===== src/rtl/attitude_angle_sched.sv =====
// Runs pitch and then roll through one shared cordic_angle engine for each accepted accel sample.
// Both angles are published together as one pair; the block also runs a done-watchdog and counts dropped samples.
module attitude_angle_sched #(
    parameter int unsigned TIMEOUT_CYC = 255
) (
    input  logic               clk,
    input  logic               rst_n,
    input  logic               s_strobe,
    input  logic signed [15:0] s_ax,
    input  logic signed [15:0] s_ay,
    input  logic signed [15:0] s_az,
    output logic               eng_start,
    output logic signed [15:0] eng_x,
    output logic signed [15:0] eng_y,
    output logic signed [15:0] eng_z,
    input  logic               eng_done,
    input  logic signed [15:0] eng_angle,
    output logic signed [15:0] pitch,
    output logic signed [15:0] roll,
    output logic               att_valid,
    output logic               busy,
    output logic               err_timeout,
    output logic [15:0]        drop_cnt,
    output logic [7:0]         tmo_cnt
);
    localparam int unsigned DW      = 16;
    localparam int unsigned CW      = 16;
    localparam int unsigned TW      = 8;
    localparam int unsigned WD_W    = (TIMEOUT_CYC > 2) ? $clog2(TIMEOUT_CYC) : 1;
    localparam int unsigned WD_LAST = (TIMEOUT_CYC == 0) ? 0 : TIMEOUT_CYC - 1;
    localparam bit          WD_EN   = (TIMEOUT_CYC != 0);

    typedef enum logic [2:0] {
        S_IDLE,
        S_P_GO,
        S_P_WAIT,
        S_R_GO,
        S_R_WAIT,
        S_PUBLISH
    } state_t;

    typedef struct packed {
        logic signed [DW-1:0] x;
        logic signed [DW-1:0] y;
        logic signed [DW-1:0] z;
    } vec_t;

    state_t               state;
    vec_t                 sample;
    logic signed [DW-1:0] pitch_tmp;
    logic [WD_W-1:0]      wd_cnt;
    logic                 wd_expire_c;
    logic                 drop_c;

    // Wait-state cycles run 0..TIMEOUT_CYC-1; the last of them without a done aborts.
    assign wd_expire_c = WD_EN && (wd_cnt == WD_W'(WD_LAST));
    assign drop_c      = s_strobe && (state != S_IDLE);

    always_ff @(posedge clk or negedge rst_n) begin
        if (!rst_n) begin
            state       <= S_IDLE;
            sample      <= '0;
            pitch_tmp   <= '0;
            wd_cnt      <= '0;
            eng_start   <= 1'b0;
            eng_x       <= '0;
            eng_y       <= '0;
            eng_z       <= '0;
            pitch       <= '0;
            roll        <= '0;
            att_valid   <= 1'b0;
            busy        <= 1'b0;
            err_timeout <= 1'b0;
            drop_cnt    <= '0;
            tmo_cnt     <= '0;
        end else begin
            eng_start   <= 1'b0;
            att_valid   <= 1'b0;
            err_timeout <= 1'b0;

            if (drop_c && (drop_cnt != '1)) begin
                drop_cnt <= drop_cnt + CW'(1);
            end

            unique case (state)
                S_IDLE: begin
                    // eng_done here is a stale result from an aborted run and is ignored
                    if (s_strobe) begin
                        sample    <= '{x: s_ax, y: s_ay, z: s_az};
                        eng_x     <= s_ax;
                        eng_y     <= s_ay;
                        eng_z     <= s_az;
                        eng_start <= 1'b1;
                        busy      <= 1'b1;
                        state     <= S_P_GO;
                    end
                end

                S_P_GO: begin
                    wd_cnt <= '0;
                    state  <= S_P_WAIT;
                end

                S_P_WAIT: begin
                    if (eng_done) begin
                        pitch_tmp <= eng_angle;
                        eng_x     <= sample.y;
                        eng_y     <= sample.x;
                        eng_z     <= sample.z;
                        eng_start <= 1'b1;
                        state     <= S_R_GO;
                    end else if (wd_expire_c) begin
                        err_timeout <= 1'b1;
                        busy        <= 1'b0;
                        state       <= S_IDLE;
                        if (tmo_cnt != '1) begin
                            tmo_cnt <= tmo_cnt + TW'(1);
                        end
                    end else begin
                        wd_cnt <= wd_cnt + WD_W'(1);
                    end
                end

                S_R_GO: begin
                    wd_cnt <= '0;
                    state  <= S_R_WAIT;
                end

                S_R_WAIT: begin
                    // Both angles update on the same edge so the filter never sees a torn pair.
                    if (eng_done) begin
                        pitch     <= pitch_tmp;
                        roll      <= eng_angle;
                        att_valid <= 1'b1;
                        state     <= S_PUBLISH;
                    end else if (wd_expire_c) begin
                        err_timeout <= 1'b1;
                        busy        <= 1'b0;
                        state       <= S_IDLE;
                        if (tmo_cnt != '1) begin
                            tmo_cnt <= tmo_cnt + TW'(1);
                        end
                    end else begin
                        wd_cnt <= wd_cnt + WD_W'(1);
                    end
                end

                S_PUBLISH: begin
                    busy  <= 1'b0;
                    state <= S_IDLE;
                end

                default: begin
                    busy  <= 1'b0;
                    state <= S_IDLE;
                end
            endcase
        end
    end

endmodule


===== config.mk =====
export PLATFORM = sky130hd
export DESIGN_NAME = attitude_angle_sched
export DESIGN_NICKNAME = d
export VERILOG_FILES = /design/src/rtl/attitude_angle_sched.sv
export SDC_FILE = /design/constraint.sdc
export NUM_CORES = 1
export LEC_CHECK = 0
export CAP_MARGIN = 20
export CELL_PAD_IN_SITES_DETAIL_PLACEMENT = 1
export CELL_PAD_IN_SITES_GLOBAL_PLACEMENT = 2
export CORE_MARGIN = 2
export CORE_UTILIZATION = 31
export CTS_BUF_LIST = sky130_fd_sc_hd__clkbuf_8
export DETAILED_ROUTE_END_ITERATION = 10
export PLACE_DENSITY_LB_ADDON = 0.1
export SLEW_MARGIN = 20
export SYNTH_ARGS = -nofsm -noshare
export SYNTH_HDL_FRONTEND = slang
export SYNTH_SLANG_ARGS = --single-unit

===== constraint.sdc =====
create_clock -name clk -period 1.9 [get_ports clk]
set_input_delay 0.38 -clock clk [delete_from_list [all_inputs] [get_ports clk]]
set_output_delay 0.38 -clock clk [all_outputs]
set_load 0.005 [all_outputs]

==> flow_summary.yaml, run 1 <==
detailed_routing:
  postRouteAntennaNets: 0
  wire_per_inst_um: 17.5
  drt_iter0_drc: 162
  wirelength_um: 20400
  firstDrtPassIters: 4
  vias: 5556
  drt-vias-per-instance: 4.76
  drc: 0
placed_design:
  hpwl_um: 14500
  globalplace.congestion: 0.800
  io_buffer_count: 175
  placed_area_um2: 10200
setup_path:
  critPathMaxFanout: 4
  critical_path_class: "register to register"
  crit_slowest_cell: "a2111o_1"
  arrival_ns: 2.25
  crit_path_start_kind: "register"
  worst_setup_path_end_kind: "register"
  reg2reg_slack_ns: 0.04
  max_stage_delay_ns: 0.47
  path_buf_inv: 0
  crit_chain: "ha_4, and3_4, a2111o_1, nor4_2, xor2_1"
  cp_top_family: "simple AND/OR/NAND/NOR gates"
  crit_required_ns: 2.29
grt:
  gr-total-overflow: 0
  track_usage: 0.163
  grt_pass1_wl_um: 33700
  first_global_vias: 6298
  grt_max_degree: 52
  antenna_found_initial: 2
cts:
  ctsRootBufferMaster: "clkbuf_8"
  tritoncts: "yes"
  htreeDepth: 4
  numCtsBuffers: 17
  clockBufferDepth: 2
  clk_pin_slew_ns: 0.11
  cts.sinks: 183
  clk_latency_ns: 0.47
power_and_ir_drop:
  power.density_nw_per_um2: 1530
  vdd.ir_drop.worst_v: 0.000630
  fin_total_pwr_mw: 16.6
  leakagePower_nw: 4.50
sta:
  min_period_ns: 1.86
  hold_slack_ns: 0.415
  setup_viol: 0
  hold_viol: 0
  clock.fmax_mhz: 537
  rsz0062_at_grt: "true"
  final_max_slew_viol_count: 0
  fin_skew_ns: 0.0248
  worst_pin_slew_ns: 0.453
  finalCritPeriodShare: 0.980
  max_slew_margin: 0.696
outcome:
  status: "finished clean"
final_layout:
  finish.utilization: 0.443
  n_antenna_cell: 0
  multi_input_area_um2: 3070
  seqCellArea_um2: 4590
  finalNetCount: 902
  nFillCells: 2584
  fin_area_um2: 10800
  drive_gt1_frac: 0.267
  area_delta_synth_final_pct: 39.8
die:
  die-area_um2: 26300
  io_pins: 176
  die_x_um: 162
  core_um2: 24500
  fp-row-count: 57
  fp.dieH_um: 162
  start_util: 0.317
synth:
  synth_flop_cell: "dfrtp_1"
  yosysSeqAreaShare: 0.591
  synth-edff-count: 0
  netlist_area_um2: 7750
  syn_inst: 608
  syn_avg_cell_area_um2: 12.7
  synthArstFlopShare: 1.00
  ys_seq_elements: 183
  ys_types: 50
  syn_nets: 680
  ys.warnings.count: 0
min_path:
  worstHoldPathType: "input pin to async pin"
flow_run:
  cap_violations: 0
[cells by family after synthesis]
logic type	synth area share
DFF	0.591
muxes	0.208
and+or+nand+nor	0.0797
AOI/OAI and AO/OA	0.0623
buffers and inverters	0.0274
xor gates and xnor gates	0.0249
adders and majority gates	0.00646
[metal layers]
| layer | part of all wire | GRT usage | vias up |
|---|---|---|---|
| li1 | - | - | 2598 |
| met1 | 0.42 | 0.203 | 2809 |
| met2 | 0.50 | 0.275 | 133 |
| met3 | 0.066 | 0.0562 | 14 |
| met4 | 0.0099 | 0.0366 | 2 |
| met5 | 0.00064 | 0 | - |
[synth_stat cells, types with 2 or more instances]
library cell	count	area, um2
xnor2_1	14	123
nand4_1	10	62.6
inv_1	10	37.5
dfrtp_1	183	4580
nand3_1	12	60.1
o31ai_1	2	15.0
mux2_2	97	1090
clkbuf_1	6	22.5
clkbuf_8	2	27.5
mux2_1	2	22.5
and3_1	7	43.8
o21ai_0	4	20.0
and4_4	2	22.5
nor2_1	65	244
xor2_1	8	70.1
buf_2	16	80.1
or4_1	2	15.0
ha_1	4	50.1
nand2_1	17	63.8
o32ai_1	2	17.5
or3_1	2	12.5
nand2b_1	2	12.5
buf_4	4	30.0
mux2i_1	50	500
nor3_1	6	30.0
a21oi_1	55	275
[timing repair]
action	in CTS	in global routing
setup endpoints to repair	3	28
gates resized for setup	3	28
hold buffers	1	0
setup buffers	2	11
hold endpoints to repair	32	0
pin swaps	2	7
[flip-flops by register name (all words and copies together) (netlist names)]
name / flops
att_valid: 1
busy: 1
drop_cnt: 16
eng_start: 1
eng_x: 16
eng_y: 16
eng_z: 16
err_timeout: 1
pitch: 16
pitch_tmp: 16
roll: 16
sample: 48
state: 3
tmo_cnt: 8
wd_cnt: 8
[where the power goes]
part	switching (mW)	total, mW	internal (mW)	leakage [nW]
Clock	1.65	2.65	0.992	0.203
Sequential	1.02	6.65	5.64	2.17
Combinational	3.03	7.28	4.24	2.13
Total	5.71	16.6	10.9	4.50
[final timing paths]
kind | startpoint | endpoint | cells after the start
worst max-delay path | drop_cnt[1] | drop_cnt[15] | 5
worst min-delay path | rst_n | drop_cnt[9] | 2
worst max register to register | drop_cnt[1] | drop_cnt[15] | 5
worst min register to register | drop_cnt[15] | drop_cnt[15] | 1
max in group asynchronous | rst_n | pitch[6] | 3
min in group clk | drop_cnt[15] | drop_cnt[15] | 1
[per-stage QoR]
| stage | setup slack (ns) | instances | TNS (ns) |
|---|---|---|---|
| floorplan | 0.0230 | 608 | 0 |
| global placement | -0.128 | 1121 | -9.21 |
| detailed placement | -0.137 | 1121 | -11.18 |
| CTS | 0.00185 | 1156 | 0 |
| global route | -0.0418 | 1167 | -0.0986 |
| finish | 0.0386 | 1167 | 0 |
[layout by cell type (no fill, tap or decap), drive strengths merged, types with 3 or more instances in the layout]
| cell type | instances |
|---|---|
| a21oi | 56 |
| and3 | 8 |
| and4 | 3 |
| buf | 57 |
| clkbuf | 17 |
| clkdlybuf4s50 | 171 |
| clkinv | 6 |
| dfrtp | 183 |
| dlymetal6s2s | 3 |
| ha | 4 |
| inv | 20 |
| mux2 | 99 |
| mux2i | 50 |
| nand2 | 17 |
| nand3 | 12 |
| nand4 | 10 |
| nor2 | 66 |
| nor3 | 6 |
| o21ai | 6 |
| xnor2 | 14 |
| xor2 | 8 |
[final cells by class]
cell class | count | share of cell area
Clock buffer | 17 | 0.0216
Clock inverter | 15 | 0.0149
Inverter | 11 | 0.00381
Multi-Input combinational cell | 385 | 0.284
Sequential cell | 183 | 0.423
Tap cell | 324 | 0.0374
Timing Repair Buffer | 232 | 0.215
No activity file was read; power rests on OpenSTA's default activity.
==> run 2: changes to the inputs <==
--- a/config.mk
+++ b/config.mk
@@ -9,7 +9,7 @@
 export CELL_PAD_IN_SITES_DETAIL_PLACEMENT = 1
 export CELL_PAD_IN_SITES_GLOBAL_PLACEMENT = 2
 export CORE_MARGIN = 2
-export CORE_UTILIZATION = 31
+export CORE_UTILIZATION = 34
 export CTS_BUF_LIST = sky130_fd_sc_hd__clkbuf_8
 export DETAILED_ROUTE_END_ITERATION = 10
 export PLACE_DENSITY_LB_ADDON = 0.1
==> constraint.sdc (replaced) <==
create_clock -name clk -period 1.85 [get_ports clk]
set_input_delay 0.37 -clock clk [delete_from_list [all_inputs] [get_ports clk]]
set_output_delay 0.37 -clock clk [all_outputs]
set_load 0.005 [all_outputs]
==> run 2 against run 1 <==
Design area up 0.76%. Total power up 5.3%. Final cell count down 2.7%. Via count up 0.23%. Largest cell class unchanged. Count of clock-buffer cells in the layout unchanged. Register-to-register slack about the same.
==> flow_summary.yaml, run 2 (synthesized netlist as in run 1, its figures left out) <==
outcome:
  status: "finished clean"
grt:
  grt_pass1_wl_um: 32300
  grt_max_degree: 55
  gr-total-overflow: 0
  antenna_found_initial: 0
  track_usage: 0.169
  first_global_vias: 6089
setup_path:
  critical_path_class: "register to register"
  reg2reg_depth: 6
  worst_setup_path_end_kind: "register"
  crit_required_ns: 2.25
  crit_path_start_kind: "register"
  worstSetupStartpoint: "wd_cnt[1]"
  reg2reg_slack_ns: 0.04
  r2r-start: "wd_cnt[1]"
  r2r_end: "wd_cnt[7]"
  arrival_ns: 2.21
  critPathMaxFanout: 6
power_and_ir_drop:
  leakagePower_nw: 4.60
  power.density_nw_per_um2: 1600
  vdd.ir_drop.worst_v: 0.000628
cts:
  clk_latency_ns: 0.46
  htreeDepth: 4
  clk_pin_slew_ns: 0.11
  cts.sinks: 183
  tritoncts: "yes"
  numCtsBuffers: 17
  clockBufferDepth: 2
  ctsRootBufferMaster: "clkbuf_8"
sta:
  rsz0062_at_grt: "true"
  clock.fmax_mhz: 552
  finalCritPeriodShare: 0.979
  min_period_ns: 1.81
  tns_ns: 0
  fin_skew_ns: 0.0177
  max_slew_margin: 0.755
  final_max_slew_viol_count: 0
  setup_viol: 0
  worst_pin_slew_ns: 0.362
  hold_viol: 0
die:
  core_um2: 22500
  start_util: 0.344
  fp.dieH_um: 155
  io_pins: 176
  die_x_um: 155
  die-area_um2: 24000
  fp-row-count: 55
final_layout:
  top_register: "sample"
  drive_gt1_frac: 0.271
  finish.utilization: 0.485
  largest_reg_flops: 48
  n_antenna_cell: 0
  area_delta_synth_final_pct: 40.9
  mostFrequentLayoutCell: "dfrtp_1"
  finalNetCount: 910
  most-common-layout-cells: "dfrtp_1 (178), clkdlybuf4s50_1 (166), mux2_2 (97), nor2_1 (60), a21oi_1 (52)"
placed_design:
  globalplace.congestion: 0.782
  hpwl_um: 14000
  io_buffer_count: 175
detailed_routing:
  firstDrtPassIters: 4
  vias: 5569
  drc: 0
  wirelength_um: 19900
  postRouteAntennaNets: 0
  wire_per_inst_um: 17.5
  drt-vias-per-instance: 4.90
  drt_iter0_drc: 163
flow_run:
  cap_violations: 0
min_path:
  worstHoldPathType: "input pin to async pin"
run 2: cell types whose count changed in the layout (fill, tap and decap cells not counted), moves of 4 or more:
cell,change
clkdlybuf4s50_1,-5
inv_8,+4
dlygate4sd2_1,+4
buf_4,+6
inv_6,-5
run 2: timing repair:
| item | in CTS | in global routing |
|---|---|---|
| hold buffers | 1 | 0 |
| endpoints found under the setup margin | 11 | 35 |
| resized for setup | 8 | 25 |
| setup buffers | 6 | 14 |
| hold endpoints to repair | 32 | 0 |
| pin swaps | 0 | 6 |
run 2: where the power goes:
group	switching, mW	total, mW	internal (mW)
clock network	1.67	2.96	1.29
logic	3.21	7.72	4.51
registers	0.988	6.78	5.79
run 2: final cells by class:
type | instances | area [um2]
Clock buffer | 17 | 234
Clock inverter | 15 | 209
Fill cell | 2329 | 11600
Inverter | 11 | 41.3
Multi-Input combinational cell | 385 | 3080
Sequential cell | 183 | 4590
Tap cell | 285 | 357
Timing Repair Buffer | 240 | 2410
run 2: routing by layer:
metal | routed length, um | global-route usage
met5 | 0 | 0
met4 | 185 | 0.0375
met2 | 9700 | 0.287
met1 | 8710 | 0.209
met3 | 1280 | 0.0596
run 2: how the worst max path moves through the flow:
stage                       to
floorplan           sample[27]
CTS                 tmo_cnt[3]
detailed placement   wd_cnt[4]
global route         wd_cnt[7]
finish               wd_cnt[7]
global placement     wd_cnt[4]
run 2: worst max-delay path, stage by stage (launching register included):
cell	delay [ns]
dfrtp_1	0.42
ha_4	0.18
and4_4	0.14
and4_4	0.18
o32a_4	0.34
or4_4	0.42
nand4_1	0.08
run 2: per-stage QoR:
| step | setup slack [ns] | cell area, um2 | hold slack [ns] | power, mW | cells |
|---|---|---|---|---|---|
| after floorplan | 0.0242 | 7750 | 0.0744 | 10.6 | 608 |
| after global placement | -0.194 | 10200 | 0.300 | 14.2 | 1083 |
| after detailed placement | -0.232 | 10200 | 0.299 | 14.5 | 1083 |
| after CTS | 0.00397 | 10700 | 0.352 | 17.6 | 1122 |
| after global routing | -0.0629 | 10900 | 0.361 | 18.7 | 1136 |
| final | 0.0397 | 10900 | 0.359 | 17.5 | 1136 |
==> run 3: changes to the inputs <==
--- a/config.mk
+++ b/config.mk
@@ -8,11 +8,11 @@
 export CAP_MARGIN = 20
 export CELL_PAD_IN_SITES_DETAIL_PLACEMENT = 1
 export CELL_PAD_IN_SITES_GLOBAL_PLACEMENT = 2
-export CORE_MARGIN = 2
+export CORE_MARGIN = 8
 export CORE_UTILIZATION = 34
 export CTS_BUF_LIST = sky130_fd_sc_hd__clkbuf_8
 export DETAILED_ROUTE_END_ITERATION = 10
-export PLACE_DENSITY_LB_ADDON = 0.1
+export PLACE_DENSITY_LB_ADDON = 0.3
 export SLEW_MARGIN = 20
 export SYNTH_ARGS = -nofsm -noshare
 export SYNTH_HDL_FRONTEND = slang
==> run 3 against run 2 <==
The run now ends with setup timing left. Clock skew down 0.0012 ns. Via count up 1.1%. Clock power down 9.1%. Total power down 1.8%. Maximum frequency down 3.2%. Combinational power down 2%. Global-route usage down 1.6 points. Count of clock-buffer cells in the layout unchanged. Design area down 1.1%. Critical path type unchanged. Highest routed layer is now met5.
==> flow_summary.yaml, run 3 (synthesized netlist as in run 1, its figures left out) <==
outcome:
  status: "finished, violations left"
  failed_checks: "setup timing"
setup_path:
  crit_slowest_cell: "or4_1"
  crit_required_ns: 2.24
  path_buf_inv: 2
  arrival_ns: 2.26
  critical_path_class: "register to register"
  crit_path_start_kind: "register"
  max_stage_delay_ns: 0.53
  cp_top_family: "simple AND/OR/NAND/NOR gates"
  r2r-start: "wd_cnt[0]"
  reg2reg_slack_ns: -0.02
  r2r_end: "wd_cnt[7]"
  worst_setup_path_end_kind: "register"
  crit_chain: "buf_4, buf_4, and3_1, and3_2, nand3_1, or4_1, nand4_1"
  critPathMaxFanout: 4
  cpMostUsedCell: "buf_4"
  reg2reg_depth: 7
detailed_routing:
  drt_iter0_drc: 245
  wl_met2_um: 10100
  drt-vias-per-instance: 4.98
  top_layer: "met5"
  wl_met1_um: 9110
  drc: 0
  routed-wl-met3_um: 1730
  wirelength_um: 21300
  postRouteAntennaNets: 0
  wire_per_inst_um: 18.8
  firstDrtPassIters: 4
  vias: 5632
final_layout:
  drive_gt1_frac: 0.262
  fin_cells: 1130
  top_register: "sample"
  most-common-layout-cells: "dfrtp_1 (179), clkdlybuf4s50_1 (166), mux2_2 (97), nor2_1 (62), a21oi_1 (54)"
  mostFrequentLayoutCell: "dfrtp_1"
  area_delta_synth_final_pct: 39.3
  finalNetCount: 904
  largest_reg_flops: 48
  nFillCells: 2342
sta:
  final_max_slew_viol_count: 0
  hold_viol: 0
  setup_slack_ns: -0.0197
  min_period_ns: 1.87
  clock.fmax_mhz: 535
  max_slew_margin: 0.717
  setup_viol: 1
  finalCritPeriodShare: 1.01
  rsz0062_at_grt: "true"
  worst_pin_slew_ns: 0.425
  fin_skew_ns: 0.0165
  hold_slack_ns: 0.309
power_and_ir_drop:
  vdd.ir_drop.worst_v: 0.000686
  power.density_nw_per_um2: 1590
  fin_total_pwr_mw: 17.1
  leakagePower_nw: 4.58
cts:
  numCtsBuffers: 17
  clk_pin_slew_ns: 0.10
  clk_latency_ns: 0.46
  ctsRootBufferMaster: "clkbuf_8"
  cts.sinks: 183
  clockBufferDepth: 2
  htreeDepth: 4
  tritoncts: "yes"
placed_design:
  dpl.cell_count: 1080
  hpwl_um: 14900
  globalplace.congestion: 0.834
  dp_slack_ns: -0.207
  io_buffer_count: 175
flow_run:
  cap_violations: 0
grt:
  track_usage: 0.153
  antenna_found_initial: 3
  gr-total-overflow: 0
  grt_max_degree: 79
  first_global_vias: 6332
  grt_pass1_wl_um: 34300
die:
  start_util: 0.344
  die-area_um2: 27900
  core_um2: 22500
  fp.dieH_um: 167
  die_x_um: 167
  io_pins: 176
  fp-row-count: 55
min_path:
  worstHoldPathType: "input pin to async pin"
-- run 3: cell type report --
class | instances | area [um2] | area share
Sequential cell | 183 | 4580 | 0.425
Multi-Input combinational cell | 385 | 3100 | 0.287
Inverter | 11 | 41.3 | 0.00382
Antenna cell | 1 | 2.50 | 0.000232
Tap cell | 285 | 357 | 0.0330
Timing Repair Buffer | 234 | 2330 | 0.216
Clock buffer | 17 | 234 | 0.0217
Clock inverter | 14 | 155 | 0.0144
-- run 3: repair_timing --
action	4_1_cts	5_1_grt
hold endpoints to repair	17	0
pin swaps	5	7
hold buffers	1	0
gates resized for setup	12	24
setup buffers	9	7
endpoints found under the setup margin	18	47
cloned	0	1
-- run 3: worst register-to-register path: cells and delay by family, from the launching register on --
family | cells | cell delay, ns
buf+inv | 2 | 0.22
flops | 1 | 0.37
simple gates | 5 | 1.23
-- run 3: per-layer routing --
| metal | GRT usage | vias to the layer above |
|---|---|---|
| li1 | - | 2600 |
| met1 | 0.185 | 2848 |
| met2 | 0.243 | 154 |
| met3 | 0.0681 | 26 |
| met4 | 0.0443 | 4 |
| met5 | 0 | - |
-- run 3: how the worst max path moves through the flow --
stage | from | depth (start not counted) | endpoint
after detailed placement | eng_done | 7 | wd_cnt[5]
after CTS | drop_cnt[1] | 5 | drop_cnt[15]
after floorplan | state[2] | 6 | sample[27]
final | wd_cnt[0] | 7 | wd_cnt[7]
after global routing | wd_cnt[0] | 7 | wd_cnt[7]
after global placement | eng_done | 6 | wd_cnt[4]
-- run 3: power breakdown --
part	switching [mW]	internal [mW]	leakage, nW
Sequential	1.09	5.79	2.17
Combinational	3.17	4.39	2.21
Clock	1.58	1.12	0.195
Total	5.83	11.3	4.58
-- run 3: per-stage QoR --
step | setup TNS [ns] | area [um2] | utilization
global route | -0.671 | 10800 | 0.480
CTS | -0.0135 | 10600 | 0.472
floorplan | 0 | 7750 | -
detailed placement | -17.07 | 10100 | 0.450
finish | -0.0197 | 10800 | 0.480
global placement | -12.39 | 10100 | 0.450
